==> config.mk <==
export PLATFORM = sky130hd
export DESIGN_NAME = uart_io
export DESIGN_NICKNAME = d
export VERILOG_FILES = /design/src/rtl/uart_io_pkg.sv /design/src/rtl/io_fifo.sv /design/src/rtl/uart_io.sv
export SDC_FILE = /design/constraint.sdc
export NUM_CORES = 1
export LEC_CHECK = 0
export ABC_AREA = 1
export CAP_MARGIN = 5
export CELL_PAD_IN_SITES_DETAIL_PLACEMENT = 1
export CELL_PAD_IN_SITES_GLOBAL_PLACEMENT = 2
export CORE_ASPECT_RATIO = 1.4
export CORE_MARGIN = 5
export CORE_UTILIZATION = 38
export DETAILED_ROUTE_END_ITERATION = 10
export PLACE_DENSITY_LB_ADDON = 0.1
export SKIP_CTS_REPAIR_TIMING = 1
export SYNTH_ARGS = -nofsm -noshare
export SYNTH_HDL_FRONTEND = slang
export SYNTH_SLANG_ARGS = --single-unit
export TNS_END_PERCENT = 5
==> constraint.sdc <==
create_clock -name clk -period 2.13 [get_ports clk]
set_input_delay 0.3195 -clock clk [delete_from_list [all_inputs] [get_ports clk]]
set_output_delay 0.3195 -clock clk [all_outputs]
set_load 0.02 [all_outputs]
==> src/rtl/uart_io_pkg.sv <==
// Shared types and constants for the uart_io serial console peripheral.
package uart_io_pkg;

  typedef enum logic [1:0] {
    IDLE,
    START,
    DATA,
    STOP
  } uart_state_e;

  localparam int unsigned UART_DATA_BITS = 8;

endpackage

==> src/rtl/io_fifo.sv <==
// Synchronous FIFO with first-word-fall-through read; push is accepted when full
// if a pop happens in the same cycle.
module io_fifo #(
  parameter int unsigned WIDTH = 8,
  parameter int unsigned DEPTH = 4
) (
  input  logic                     clk,
  input  logic                     rst,
  input  logic                     push_i,
  input  logic                     pop_i,
  input  logic [WIDTH-1:0]         wdata_i,
  output logic [WIDTH-1:0]         rdata_o,
  output logic [$clog2(DEPTH):0]   count_o,
  output logic                     full_o,
  output logic                     empty_o
);

  localparam int unsigned PTR_W = $clog2(DEPTH);
  localparam logic [PTR_W:0] FULL_CNT = (PTR_W+1)'(DEPTH);

  logic [WIDTH-1:0] mem_q [DEPTH];
  logic [PTR_W-1:0] wr_ptr_q, rd_ptr_q;
  logic [PTR_W:0]   count_q;
  logic             do_push, do_pop;

  assign empty_o = (count_q == '0);
  assign full_o  = (count_q == FULL_CNT);
  assign count_o = count_q;
  assign rdata_o = mem_q[rd_ptr_q];
  assign do_pop  = pop_i & ~empty_o;
  assign do_push = push_i & (~full_o | do_pop);

  always_ff @(posedge clk) begin
    if (do_push) mem_q[wr_ptr_q] <= wdata_i;
  end

  always_ff @(posedge clk or posedge rst) begin
    if (rst) begin
      wr_ptr_q <= '0;
      rd_ptr_q <= '0;
      count_q  <= '0;
    end else begin
      if (do_push) wr_ptr_q <= wr_ptr_q + PTR_W'(1);
      if (do_pop)  rd_ptr_q <= rd_ptr_q + PTR_W'(1);
      case ({do_push, do_pop})
        2'b10:   count_q <= count_q + (PTR_W+1)'(1);
        2'b01:   count_q <= count_q - (PTR_W+1)'(1);
        default: count_q <= count_q;
      endcase
    end
  end

endmodule

==> src/rtl/uart_io.sv <==
// 8N1 serial console: RX into a one-byte holding register for the CPU keyboard
// input, TX from the CPU display strobe through a small FIFO.
module uart_io
  import uart_io_pkg::*;
#(
  parameter int unsigned CLKS_PER_BIT = 104,
  parameter int unsigned TX_DEPTH     = 4
) (
  input  logic                      clk,
  input  logic                      rst,
  input  logic                      rx_i,
  output logic                      tx_o,
  output logic [UART_DATA_BITS-1:0] keyboard,
  output logic                      en_inp,
  input  logic                      inp_ack,
  input  logic [UART_DATA_BITS-1:0] display,
  input  logic                      en_out,
  output logic                      tx_busy,
  output logic                      tx_full,
  output logic                      rx_overrun
);

  localparam int unsigned CNT_W = $clog2(CLKS_PER_BIT);
  localparam logic [CNT_W-1:0] BIT_LAST  = CNT_W'(CLKS_PER_BIT - 1);
  localparam logic [CNT_W-1:0] HALF_LAST = CNT_W'(CLKS_PER_BIT / 2 - 1);
  localparam logic [2:0]       BIDX_LAST = 3'(UART_DATA_BITS - 1);

  // RX synchroniser
  logic rx_meta_q, rx_s_q;

  always_ff @(posedge clk or posedge rst) begin
    if (rst) begin
      rx_meta_q <= 1'b1;
      rx_s_q    <= 1'b1;
    end else begin
      rx_meta_q <= rx_i;
      rx_s_q    <= rx_meta_q;
    end
  end

  uart_state_e               rx_state_q;
  logic [CNT_W-1:0]          rx_cnt_q;
  logic [2:0]                rx_bit_q;
  logic [UART_DATA_BITS-1:0] rx_shift_q;
  logic                      rx_ferr_q;
  logic                      rx_valid_q;

  // After the START check the timer restarts, so every later sample lands a
  // whole bit period after the mid-start sample.
  always_ff @(posedge clk or posedge rst) begin
    if (rst) begin
      rx_state_q <= IDLE;
      rx_cnt_q   <= '0;
      rx_bit_q   <= '0;
      rx_shift_q <= '0;
      rx_ferr_q  <= 1'b0;
      rx_valid_q <= 1'b0;
    end else begin
      rx_valid_q <= 1'b0;
      case (rx_state_q)
        IDLE: begin
          rx_cnt_q  <= '0;
          rx_ferr_q <= 1'b0;
          if (!rx_s_q) rx_state_q <= START;
        end
        START: begin
          if (rx_cnt_q == HALF_LAST) begin
            rx_cnt_q   <= '0;
            rx_bit_q   <= '0;
            rx_state_q <= rx_s_q ? IDLE : DATA;
          end else begin
            rx_cnt_q <= rx_cnt_q + CNT_W'(1);
          end
        end
        DATA: begin
          if (rx_cnt_q == BIT_LAST) begin
            rx_cnt_q   <= '0;
            rx_shift_q <= {rx_s_q, rx_shift_q[UART_DATA_BITS-1:1]};
            rx_bit_q   <= rx_bit_q + 3'd1;
            if (rx_bit_q == BIDX_LAST) rx_state_q <= STOP;
          end else begin
            rx_cnt_q <= rx_cnt_q + CNT_W'(1);
          end
        end
        STOP: begin
          if (rx_ferr_q) begin
            if (rx_s_q) rx_state_q <= IDLE;
          end else if (rx_cnt_q == BIT_LAST) begin
            rx_cnt_q <= '0;
            if (rx_s_q) begin
              rx_valid_q <= 1'b1;
              rx_state_q <= IDLE;
            end else begin
              rx_ferr_q <= 1'b1;
            end
          end else begin
            rx_cnt_q <= rx_cnt_q + CNT_W'(1);
          end
        end
        default: rx_state_q <= IDLE;
      endcase
    end
  end

  // Holding register toward the CPU
  logic [UART_DATA_BITS-1:0] keyboard_q;
  logic                      en_inp_q;
  logic                      rx_overrun_q;

  always_ff @(posedge clk or posedge rst) begin
    if (rst) begin
      keyboard_q   <= '0;
      en_inp_q     <= 1'b0;
      rx_overrun_q <= 1'b0;
    end else if (rx_valid_q) begin
      if (!en_inp_q || inp_ack) begin
        keyboard_q   <= rx_shift_q;
        en_inp_q     <= 1'b1;
        rx_overrun_q <= 1'b0;
      end else begin
        rx_overrun_q <= 1'b1;
      end
    end else if (inp_ack && en_inp_q) begin
      en_inp_q     <= 1'b0;
      rx_overrun_q <= 1'b0;
    end
  end

  assign keyboard   = keyboard_q;
  assign en_inp     = en_inp_q;
  assign rx_overrun = rx_overrun_q;

  // TX capture and FIFO
  logic                        en_out_q;
  logic                        tx_push, tx_pop;
  logic [UART_DATA_BITS-1:0]   fifo_rdata;
  logic [$clog2(TX_DEPTH):0]   fifo_count;
  logic                        fifo_full, fifo_empty;

  uart_state_e               tx_state_q;
  logic [CNT_W-1:0]          tx_cnt_q;
  logic [2:0]                tx_bit_q;
  logic [UART_DATA_BITS-1:0] tx_shift_q;
  logic                      tx_q;
  logic                      tx_busy_q;

  assign tx_push = en_out & ~en_out_q;
  assign tx_pop  = (tx_state_q == IDLE) & ~fifo_empty;

  io_fifo #(
    .WIDTH (UART_DATA_BITS),
    .DEPTH (TX_DEPTH)
  ) u_tx_fifo (
    .clk     (clk),
    .rst     (rst),
    .push_i  (tx_push),
    .pop_i   (tx_pop),
    .wdata_i (display),
    .rdata_o (fifo_rdata),
    .count_o (fifo_count),
    .full_o  (fifo_full),
    .empty_o (fifo_empty)
  );

  always_ff @(posedge clk or posedge rst) begin
    if (rst) begin
      en_out_q   <= 1'b0;
      tx_state_q <= IDLE;
      tx_cnt_q   <= '0;
      tx_bit_q   <= '0;
      tx_shift_q <= '0;
      tx_q       <= 1'b1;
      tx_busy_q  <= 1'b0;
    end else begin
      en_out_q  <= en_out;
      tx_busy_q <= (tx_state_q != IDLE) | (fifo_count != '0);
      case (tx_state_q)
        IDLE: begin
          tx_cnt_q <= '0;
          tx_q     <= 1'b1;
          if (!fifo_empty) begin
            tx_shift_q <= fifo_rdata;
            tx_q       <= 1'b0;
            tx_state_q <= START;
          end
        end
        START: begin
          if (tx_cnt_q == BIT_LAST) begin
            tx_cnt_q   <= '0;
            tx_bit_q   <= '0;
            tx_q       <= tx_shift_q[0];
            tx_shift_q <= {1'b0, tx_shift_q[UART_DATA_BITS-1:1]};
            tx_state_q <= DATA;
          end else begin
            tx_cnt_q <= tx_cnt_q + CNT_W'(1);
          end
        end
        DATA: begin
          if (tx_cnt_q == BIT_LAST) begin
            tx_cnt_q <= '0;
            tx_bit_q <= tx_bit_q + 3'd1;
            if (tx_bit_q == BIDX_LAST) begin
              tx_q       <= 1'b1;
              tx_state_q <= STOP;
            end else begin
              tx_q       <= tx_shift_q[0];
              tx_shift_q <= {1'b0, tx_shift_q[UART_DATA_BITS-1:1]};
            end
          end else begin
            tx_cnt_q <= tx_cnt_q + CNT_W'(1);
          end
        end
        STOP: begin
          if (tx_cnt_q == BIT_LAST) begin
            tx_cnt_q   <= '0;
            tx_state_q <= IDLE;
          end else begin
            tx_cnt_q <= tx_cnt_q + CNT_W'(1);
          end
        end
        default: tx_state_q <= IDLE;
      endcase
    end
  end

  assign tx_o    = tx_q;
  assign tx_busy = tx_busy_q;
  assign tx_full = fifo_full;

endmodule

# After elaboration in Yosys (flattened, before gate mapping)
# Memory sizes are Yosys's and may differ from the RTL's.
# Cells that the tools add are included.
# W data, S select, Z words.
# word_totals
reg_bits	64
ramBits	32
input_bits	13
output_inout_bits	13
word_cells	143
n_memories	1
# mem_list
memory	depth	word_bits	rd	rd_ports_with_merged_regs	wr	line	text
u_tx_fifo.mem_q	4	8	1	0	1	io_fifo.sv:21	logic [WIDTH-1:0] mem_q [DEPTH];
# classes
addsub	8
eq_ne	27
n_mux	53
bitwise	9
reduce_logical	24
# ops
op	count
$mux W8	4
$mux W7	4
$pmux W7 S4	1
$mux W2	13
$pmux W8 S3	1
$ne A2 B2 Y1 const B	11
$mux W1	18
$pmux W3 S2	3
$pmux W2 S4	2
$reduce_and A5 Y1	3
$add A7 B1 Y7 const B	2
$eq A7 B7 Y1 const B	2
$pmux W7 S2	1
$mux W3	4
$reduce_bool A2 Y1	6
$eq A2 B2 Y1 const B	5
$add A3 B1 Y3 const B	3
$eq A3 B3 Y1 const B	3
$reduce_and A3 Y1	3
$eq A7 B6 Y1 const B	1
$eq A2 B1 Y1 const B	3
$reduce_and A2 Y1	3
$reduce_bool A3 Y1	2
$add A2 B1 Y2 const B	2
14 further kinds	21

# Depth between registers and ports, before layout
# Gate-level depths: netlist (run 1).
# depth
depth_word	8
depth_mapped	10
mapped_depth_nobuf	10

# By module
# From an unflattened synthesis (run 1), not the netlist that was laid out.
# unflattened
hier_cells	457
area_unflattened_um2	4560.6
# by_module_without_submodules
mod	instances	cells_per_inst	area_each_um2	seq_area_each_um2
uart_io	1	308	2854.0	1430.1
io_fifo	1	149	1706.6	1136.1

# Least setup slack after synthesis (run 1)
# Ideal clock, no wire load.
# synth_timing
path_kind	register -> register
startpoint	register tx_state_q[0]
endpoint	memory u_tx_fifo.mem_q[0][0], enable pin
setup_time_ns	0.371
arrival_ns	1.269
required_ns	1.759
slack_ns	0.490
path_stages_with_launch	6
path_buffers	1
period_less_slack_ns	1.640
path_cell_list	dfrtp_1 inv_1 ha_1 buf_4 o21bai_2 nor2_1
# synth_between
elab_chain_cells	7
# synth_rtl
element	line	text
start: declaration	uart_io.sv:140	uart_state_e tx_state_q;
start signal: assignment	uart_io.sv:168	tx_state_q <= IDLE;
start signal: assignment	uart_io.sv:184	tx_state_q <= START;
start signal: assignment	uart_io.sv:193	tx_state_q <= DATA;
$logic_not A2 Y1	uart_io.sv:148	assign tx_pop = (tx_state_q == IDLE) & ~fifo_empty;
$and A1 B1 Y1	uart_io.sv:148	
$and A1 B1 Y1	io_fifo.sv:30	assign do_pop = pop_i & ~empty_o;
$or A1 B1 Y1	io_fifo.sv:31	assign do_push = push_i & (~full_o | do_pop);
$and A1 B1 Y1	io_fifo.sv:31	
$mux W1	io_fifo.sv:34	if (do_push) mem_q[wr_ptr_q] <= wdata_i;
$mux W1 (implied by the code)	io_fifo.sv:34	
end: declaration	io_fifo.sv:21	
# No other way between the ends.

# Worst setup path in the final report (run 1)
# layout_timing
startpoint	register tx_q (netlist: tx_o)
endpoint	output tx_o
# layout_rtl
element	line	text
start: declaration	uart_io.sv:144	logic tx_q;
start signal: assignment	uart_io.sv:191	tx_q <= tx_shift_q[0];
start signal: assignment	uart_io.sv:206	tx_q <= tx_shift_q[0];
end: declaration	uart_io.sv:12	output logic tx_o,
# No word-level cell between the ends.

==> reports/qor.yml, run 1 <==
first_pass_iters: 4
slew_headroom: 0.710
start_util: 0.391
cpMaxStageDelayCell: "clkdlybuf4s50_1"
finalCriticalPeriod_ns: 1.80
cts_tree: "built"
nets: 536
regArea_um2: 2570
ys_ff_latch: 96
end_kind: "primary output"
die_h_um: 138
routedWlPerCell_um: 14.2
place_ws_ns: 0.309
gp_congestion: 0.742
timing.rr.end: "tx_shift_q[1]$_DFFE_PP0P_"
grt_max_degree: 65
routed-via-count: 3109
antennaDiodeCount: 0
slew_viol_final: 0
ir_drop_uv: 362
io_buffers: 25
maxCapViolCount: 0
die_w_um: 101
status: "complete, no violations"
vias_per_cell: 4.78
num_io_pins: 26
power_density_nw_per_um2: 792
fmax_mhz: 555
num_rows: 46
multiInputGateArea_um2: 1640
layout_common_cells: "nand2_1 (142), dfrtp_1 (61), inv_1 (46)"
post-route-util: 0.458
grt_pass1_wl_mm: 16.1
reg2reg_depth: 8
clk_latency_ns: 0.35
hold_class: "in -> async"
cpPeakStageDelay_ns: 0.61
worstPathMaxFanout: 2
clk_path_buf_depth: 2
yosys.area.top_type_share: 0.343
r2r_setup_slack_ns: 0.38
cts_made_buffers: 9
crit_start: "tx_o$_DFFE_PP1P_"
worst-setup-path-type: "reg -> out"
path_buf_inv: 1
final_area_um2: 5220
root_buffer: "clkbuf_16"
synth_area_um2: 4450
synth_cell_types: 38
syn_avg_cell_area_um2: 9.57
die_area_um2: 14000
timing.setup.tns_ns: 0
ant_nets: 0
cp_data_arrival_time_ns: 1.48
fin_hold_ws_ns: 0.360
rsz0062_at_grt: "false"
total_leakage_power_nw: 2.38
ys_seq_area_frac: 0.576
core_um2: 11400
start_kind: "register"
routed_wl_mm: 9.26
layout-drive-gt1-share: 0.105
syn_to_final_growth_pct: 17.3
grt_usage: 0.145
synthTopCellsByArea: "dfrtp_1 (34%), edfxtp_1 (22%), nand2_1 (12%)"
place_area_um2: 4910
htreeDepth: 3
syn_nets: 500
hold_viol: 0
post-dp-hpwl_mm: 6.96
r2r_start: "tx_state_q[0]$_DFFE_PP0P_"
max_slew.worst_pin.slew_ns: 0.433
path_cells: "clkdlybuf4s50_1"
layout_commonest_cell: "nand2_1"
route.detailed.drc: 0
nFillCells: 1315
grt_pass1_vias: 3442
first_iter_violations: 62
finalSetupViolCount: 0
syn-instance-count: 465
crit_family: "buffers and inverters"
cts.clk_slew.worst_paths_ns: 0.07
antenna_found_initial: 0
cts_sinks: 96
period_share: 0.846
skew_ns: 0.00708
yosysWarnings: 0
worst_slack_ns: 0.329
required_ns: 1.81
grt_overflow: 0
yosysTopAreaCell: "dfrtp_1"
[state kept, by name (all words and copies together), names as in the netlist, named ones only]
name	count
rx_state_q	1
rx_bit_q	3
rx_meta_q	1
tx_cnt_q	7
tx_shift_q	8
u_tx_fifo.wr_ptr_q	2
tx_bit_q	3
keyboard	8
rx_valid_q	1
u_tx_fifo.mem_q	32
rx_shift_q	8
u_tx_fifo.count_o	3
tx_busy	1
tx_state_q	2
rx_cnt_q	7
u_tx_fifo.rd_ptr_q	2
rx_s_q	1
rx_overrun	1
en_inp	1
en_out_q	1
tx_o	1
rx_ferr_q	1
[tightest hold or removal path, delay by kind of cell]
kind,cells,cell delay (ns)
buffers and inverters,3,0.79
[cell families after synthesis]
logic type | count (synthesis) | synth area share
compound gates | 48 | 0.0599
flops | 96 | 0.576
simple gates | 228 | 0.224
buf+inv | 61 | 0.0562
xor+xnor | 10 | 0.0197
fa+ha+maj | 22 | 0.0635
[metrics by stage]
stage | std cells | power [mW]
floorplan | 465 | 2.36
global placement | 634 | 2.49
detailed placement | 634 | 2.52
CTS | 650 | 4.21
global route | 650 | 4.35
finish | 650 | 4.14
[cells in the mapped netlist (all sizes together)]
master	number
nand2	148
dfrtp	61
inv	51
nand3	40
o21ai	33
edfxtp	32
nor2	30
ha	21
a21oi	10
xor2	7
buf	6
dfstp	3
nand4	3
or2	3
xnor2	3
clkbuf	2
clkinv	2
nor3	2
o21bai	2
a21boi	1
and3	1
fa	1
nand3b	1
o21a	1
o22ai	1
[per-layer routing]
metal	part of all wire	vias up	GRT usage
li1	-	1560	-
met1	0.42	1516	0.164
met2	0.54	19	0.263
met3	0.022	14	0.0262
met4	0.020	0	0.0567
met5	0	-	0
[where the power goes]
part	total, mW	switching (mW)	internal, mW
registers	2.08	0.0494	2.03
clock network	1.67	0.739	0.936
logic	0.385	0.246	0.140
total	4.14	1.03	3.10
[layout make-up]
type	instances	share of cell area
flip-flops and latches	96	0.492
multi-input cells	308	0.313
repair buffers	33	0.0623
clock buffers	9	0.0431
inverters	53	0.0391
well taps	144	0.0345
clock inverters	7	0.0161
[worst max-delay path by stage]
stage,to,cells after the start
floorplan,async pin,1
global placement,u_tx_fifo.count_o[1]$_DFFE_PP0P_,7
detailed placement,u_tx_fifo.count_o[1]$_DFFE_PP0P_,7
CTS,tx_full,4
global route,u_tx_fifo.count_o[1]$_DFFE_PP0P_,7
finish,tx_o,1
Note: power is estimated with default switching activity, not from simulation.
==> run 2, diff against run 1 <==
==> constraint.sdc (replaced) <==
create_clock -name clk -period 1.7 [get_ports clk]
set_input_delay 0.255 -clock clk [delete_from_list [all_inputs] [get_ports clk]]
set_output_delay 0.255 -clock clk [all_outputs]
set_load 0.02 [all_outputs]
==> run 2 against run 1 <==
- cell count increased by 1.5%
- core utilization increased by 0.89 points
- total power increased by 23%
- sequential share of layout area decreased by 0.94 points
- first-iteration DRC count increased by 8.1%
- design area increased by 1.9%
- sequential power increased by 25%
- combinational power increased by 35%
- critical path type is now reg -> reg
- largest power group unchanged
- highest routed layer unchanged
==> reports/qor.yml, run 2 (same netlist as run 1, synthesis figures left out) <==
io_buffers: 25
root_buffer: "clkbuf_16"
nets: 546
hold_class: "in -> async"
placed_cells: 644
slew_headroom: 0.710
ir_drop_uv: 499
seqPwrFrac: 0.511
cts_made_buffers: 9
end_kind: "register"
cts_sinks: 96
period_share: 0.960
path_buf_inv: 2
final_area_um2: 5320
total_leakage_power_nw: 2.43
num_rows: 46
routed_wl_mm: 9.63
fin_hold_ws_ns: 0.239
clkPwrFrac: 0.387
grt_max_degree: 37
num_io_pins: 26
routedWlPerCell_um: 14.6
reg2reg_depth: 8
layout_common_cells: "nand2_1 (142), dfrtp_1 (61), inv_1 (44)"
slew_viol_final: 0
wl_met2_mm: 5.19
hold_viol: 0
fmax_mhz: 613
layout_commonest_cell: "nand2_1"
cts.clk_slew.worst_paths_ns: 0.07
maxCapViolCount: 0
start_util: 0.391
path_cells: "inv_2 > ha_1 > or2_4 > or2_4 > nand3b_4 > inv_6 > nand2_1 > nand2_1"
grt_usage: 0.147
grt_pass1_vias: 3415
antennaDiodeCount: 0
finalCriticalPeriod_ns: 1.63
first_iter_violations: 67
die_area_um2: 14000
clk_latency_ns: 0.35
worstPathMaxFanout: 10
top_layer_used: "met4"
place_area_um2: 5000
cts_tree: "built"
antenna_found_initial: 0
wl_met3_um: 168
routed-via-count: 3160
core_um2: 11400
post-route-util: 0.467
nFillCells: 1317
finalSetupViolCount: 0
crit_family: "simple AND/OR/NAND/NOR gates"
r2r_setup_slack_ns: 0.07
status: "complete, no violations"
p_int_mw: 3.76
rsz0062_at_grt: "true"
required_ns: 1.94
ant_nets: 0
p_total_mw: 5.09
switchingPower_mw: 1.33
pwr-share-comb: 0.102
r2r_start: "tx_state_q[1]$_DFFE_PP0P_"
route.detailed.drc: 0
cpPeakStageDelay_ns: 0.42
gp_congestion: 0.825
largest_register_ffs: 32
first_pass_iters: 4
die_h_um: 138
grt_pass1_wl_mm: 16.5
cpMaxStageDelayCell: "dfrtp_1"
p_sw_frac: 0.261
clk_path_buf_depth: 2
power_density_nw_per_um2: 957
m1WireLength_mm: 4.15
htreeDepth: 3
syn_to_final_growth_pct: 19.5
stdcell_count: 660
layout-drive-gt1-share: 0.132
top_register: "u_tx_fifo.mem_q"
cp_data_arrival_time_ns: 1.87
start_kind: "register"
post-dp-hpwl_mm: 7.33
worst-setup-path-type: "reg -> reg"
skew_ns: 0.00896
vias_per_cell: 4.79
grt_overflow: 0
die_w_um: 101
timing.rr.end: "tx_shift_q[5]$_DFFE_PP0P_"
max_slew.worst_pin.slew_ns: 0.434
run 2: per-layer routing:
layer	GRT usage	vias to the layer above
li1	-	1585
met1	0.178	1542
met2	0.259	20
met3	0.0287	13
met4	0.0441	0
met5	0	-
run 2: how the worst max path moves through the flow:
stage                                          start                          endpoint  slack, ns  cells after the start
CTS                 u_tx_fifo.count_o[0]$_DFFE_PP0P_                           tx_full      -0.27                      4
floorplan                  tx_state_q[0]$_DFFE_PP0P_   u_tx_fifo.mem_q[0][0]$_DFFE_PP_       0.06                      5
detailed placement                            en_out   u_tx_fifo.mem_q[0][4]$_DFFE_PP_       0.01                      5
global placement                              en_out  u_tx_fifo.count_o[1]$_DFFE_PP0P_       0.04                      7
global route               tx_state_q[1]$_DFFE_PP0P_         tx_shift_q[5]$_DFFE_PP0P_      -0.02                      8
finish                     tx_state_q[1]$_DFFE_PP0P_         tx_shift_q[5]$_DFFE_PP0P_       0.07                      8
run 2: metrics by stage:
| step | setup WS [ns] | setup TNS (ns) |
|---|---|---|
| 4_1_cts | -0.269 | -0.348 |
| 2_1_floorplan | 0.0598 | 0 |
| 6_report | 0.0681 | 0 |
| 3_5_place_dp | 0.0110 | 0 |
| 5_1_grt | -0.0249 | -0.0528 |
| 3_3_place_gp | 0.0363 | 0 |
run 2: worst register-to-register path: cells and delay by family, from the launching register on:
family,cells,cell delay (ns)
flops,1,0.42
fa+ha+maj,1,0.18
simple gates,5,0.79
buf+inv,2,0.15
run 2: layout make-up:
class | instances | area [um^2] | area share
sequential | 96 | 2570 | 0.482
timing repair buffer | 43 | 415 | 0.0781
clock buffer | 10 | 229 | 0.0430
clock inverter | 6 | 57.6 | 0.0108
multi-input combinational | 308 | 1670 | 0.313
inverter | 53 | 208 | 0.0390
tap | 144 | 180 | 0.0339
run 2: power by group through the flow:
stage | logic (mW) | registers [mW] | clock network (mW)
after CTS | 0.529 | 2.60 | 2.05
after detailed placement | 0.522 | 2.65 | 0
after floorplan | 0.322 | 2.63 | 0
after global routing | 0.611 | 2.61 | 2.15
final | 0.520 | 2.60 | 1.97
after global placement | 0.499 | 2.64 | 0
==> run 3, diff against run 2 <==
--- a/config.mk
+++ b/config.mk
@@ -14,7 +14,6 @@
 export CORE_UTILIZATION = 38
 export DETAILED_ROUTE_END_ITERATION = 10
 export PLACE_DENSITY_LB_ADDON = 0.1
-export SKIP_CTS_REPAIR_TIMING = 1
 export SYNTH_ARGS = -nofsm -noshare
 export SYNTH_HDL_FRONTEND = slang
 export SYNTH_SLANG_ARGS = --single-unit
==> run 3 against run 2 <==
- worst setup slack worse by 0.0032 ns
- cell count increased by 0.15%
- routed wire length increased by 0.19%
- via count increased by 0.25%
- clock skew about the same
- critical endpoint unchanged
- fmax decreased by 0.20%
==> reports/qor.yml, run 3 (same netlist as run 1, synthesis figures left out) <==
stdcell_count: 661
post-route-util: 0.466
period_share: 0.962
path_cells: "inv_2 > ha_2 > or2_4 > or2_4 > nand3b_4 > inv_6 > nand2_1 > nand2_1"
nets: 547
grt_pass1_vias: 3415
p_total_mw: 5.08
clk_path_buf_depth: 2
cts_made_buffers: 9
maxCapViolCount: 0
worstPathMaxFanout: 10
cpPeakStageDelay_ns: 0.41
start_kind: "register"
timing.rr.end: "tx_shift_q[5]$_DFFE_PP0P_"
grt_overflow: 0
core_um2: 11400
start_util: 0.391
power_density_nw_per_um2: 958
io_buffers: 25
antenna_found_initial: 0
end_kind: "register"
first_pass_iters: 7
rsz0062_at_grt: "true"
worst-setup-path-type: "reg -> reg"
top_register: "u_tx_fifo.mem_q"
cts_tree: "built"
die_area_um2: 14000
fin_hold_ws_ns: 0.238
skew_ns: 0.00905
grt_usage: 0.147
r2r_setup_slack_ns: 0.06
clkPwrFrac: 0.387
routed-via-count: 3168
pwr-share-comb: 0.101
syn_to_final_growth_pct: 19.2
routedWlPerCell_um: 14.6
num_io_pins: 26
multiInputGateArea_um2: 1650
num_rows: 46
route.detailed.drc: 0
vias_per_cell: 4.79
finalSetupViolCount: 0
slew_headroom: 0.710
htreeDepth: 3
seqPwrFrac: 0.512
largest_register_ffs: 32
gp_congestion: 0.825
root_buffer: "clkbuf_16"
switchingPower_mw: 1.33
first_iter_violations: 64
nFillCells: 1322
p_sw_frac: 0.261
cpMaxStageDelayCell: "dfrtp_1"
ir_drop_uv: 499
cts.clk_slew.worst_paths_ns: 0.07
grt_pass1_wl_mm: 16.5
layout_common_cells: "nand2_1 (142), dfrtp_1 (61), inv_1 (43)"
hold_class: "in -> async"
layout_commonest_cell: "nand2_1"
max_slew.worst_pin.slew_ns: 0.433
die_w_um: 101
final_area_um2: 5310
required_ns: 1.94
place_area_um2: 5000
worst_slack_ns: 0.0649
r2r_start: "tx_state_q[0]$_DFFE_PP0P_"
cp_data_arrival_time_ns: 1.88
regArea_um2: 2570
reg2reg_depth: 8
antennaDiodeCount: 0
layout-drive-gt1-share: 0.135
slew_viol_final: 0
total_leakage_power_nw: 2.41
p_int_mw: 3.76
fmax_mhz: 612
timing.setup.tns_ns: 0
ant_nets: 0
finalCriticalPeriod_ns: 1.64
place_ws_ns: 0.0110
post-dp-hpwl_mm: 7.33
placed_cells: 644
status: "complete, no violations"
grt_max_degree: 37
hold_viol: 0
clk_latency_ns: 0.35
die_h_um: 138
routed_wl_mm: 9.65
cts_sinks: 96
[run 3: cell types whose count changed in the layout (fill, tap and decap cells not counted), sizes merged]
cell / delta
dlymetal6s2s: -2
dlygate4sd2: +1
clkdlybuf4s15: +1
buf: +1
[run 3: power by group through the flow]
stage,clock (mW),sequential [mW],combinational (mW)
5_1_grt,2.15,2.62,0.605
3_3_place_gp,0,2.64,0.499
4_1_cts,2.05,2.60,0.523
2_1_floorplan,0,2.63,0.322
6_report,1.97,2.60,0.513
3_5_place_dp,0,2.65,0.522
[run 3: cell type report]
class,instances,area share
multi-input cells,308,0.311
clock buffers,10,0.0432
repair buffers,44,0.0785
clock inverters,6,0.0108
flip-flops and latches,96,0.484
inverters,53,0.0392
well taps,144,0.0340
[run 3: worst max-delay path by stage]
stage                                                start                          endpoint
final                            tx_state_q[0]$_DFFE_PP0P_         tx_shift_q[5]$_DFFE_PP0P_
after floorplan                  tx_state_q[0]$_DFFE_PP0P_   u_tx_fifo.mem_q[0][0]$_DFFE_PP_
after CTS                 u_tx_fifo.count_o[0]$_DFFE_PP0P_                           tx_full
after global routing             tx_state_q[0]$_DFFE_PP0P_         tx_shift_q[5]$_DFFE_PP0P_
after global placement                              en_out  u_tx_fifo.count_o[1]$_DFFE_PP0P_
after detailed placement                            en_out   u_tx_fifo.mem_q[0][4]$_DFFE_PP_
[run 3: worst max-delay path, delay by kind of cell, from the launching register on]
kind / cells / cell delay, ns
buf+inv: 2 / 0.14
flops: 1 / 0.41
simple gates: 5 / 0.78
fa+ha+maj: 1 / 0.19
[run 3: metal layers]
metal	vias up	GRT usage	part of all wire	routed length (um)
met3	13	0.0287	0.018	173
met1	1547	0.178	0.43	4130
met4	0	0.0441	0.013	130
met5	-	0	0	0
met2	20	0.259	0.54	5210
li1	1588	-	-	-
[run 3: repair_timing]
action,CTS,global route
endpoints found under the setup margin,2,51
hold buffers,0,0
resized for setup,2,8
setup buffers,0,1
pin swaps,0,2
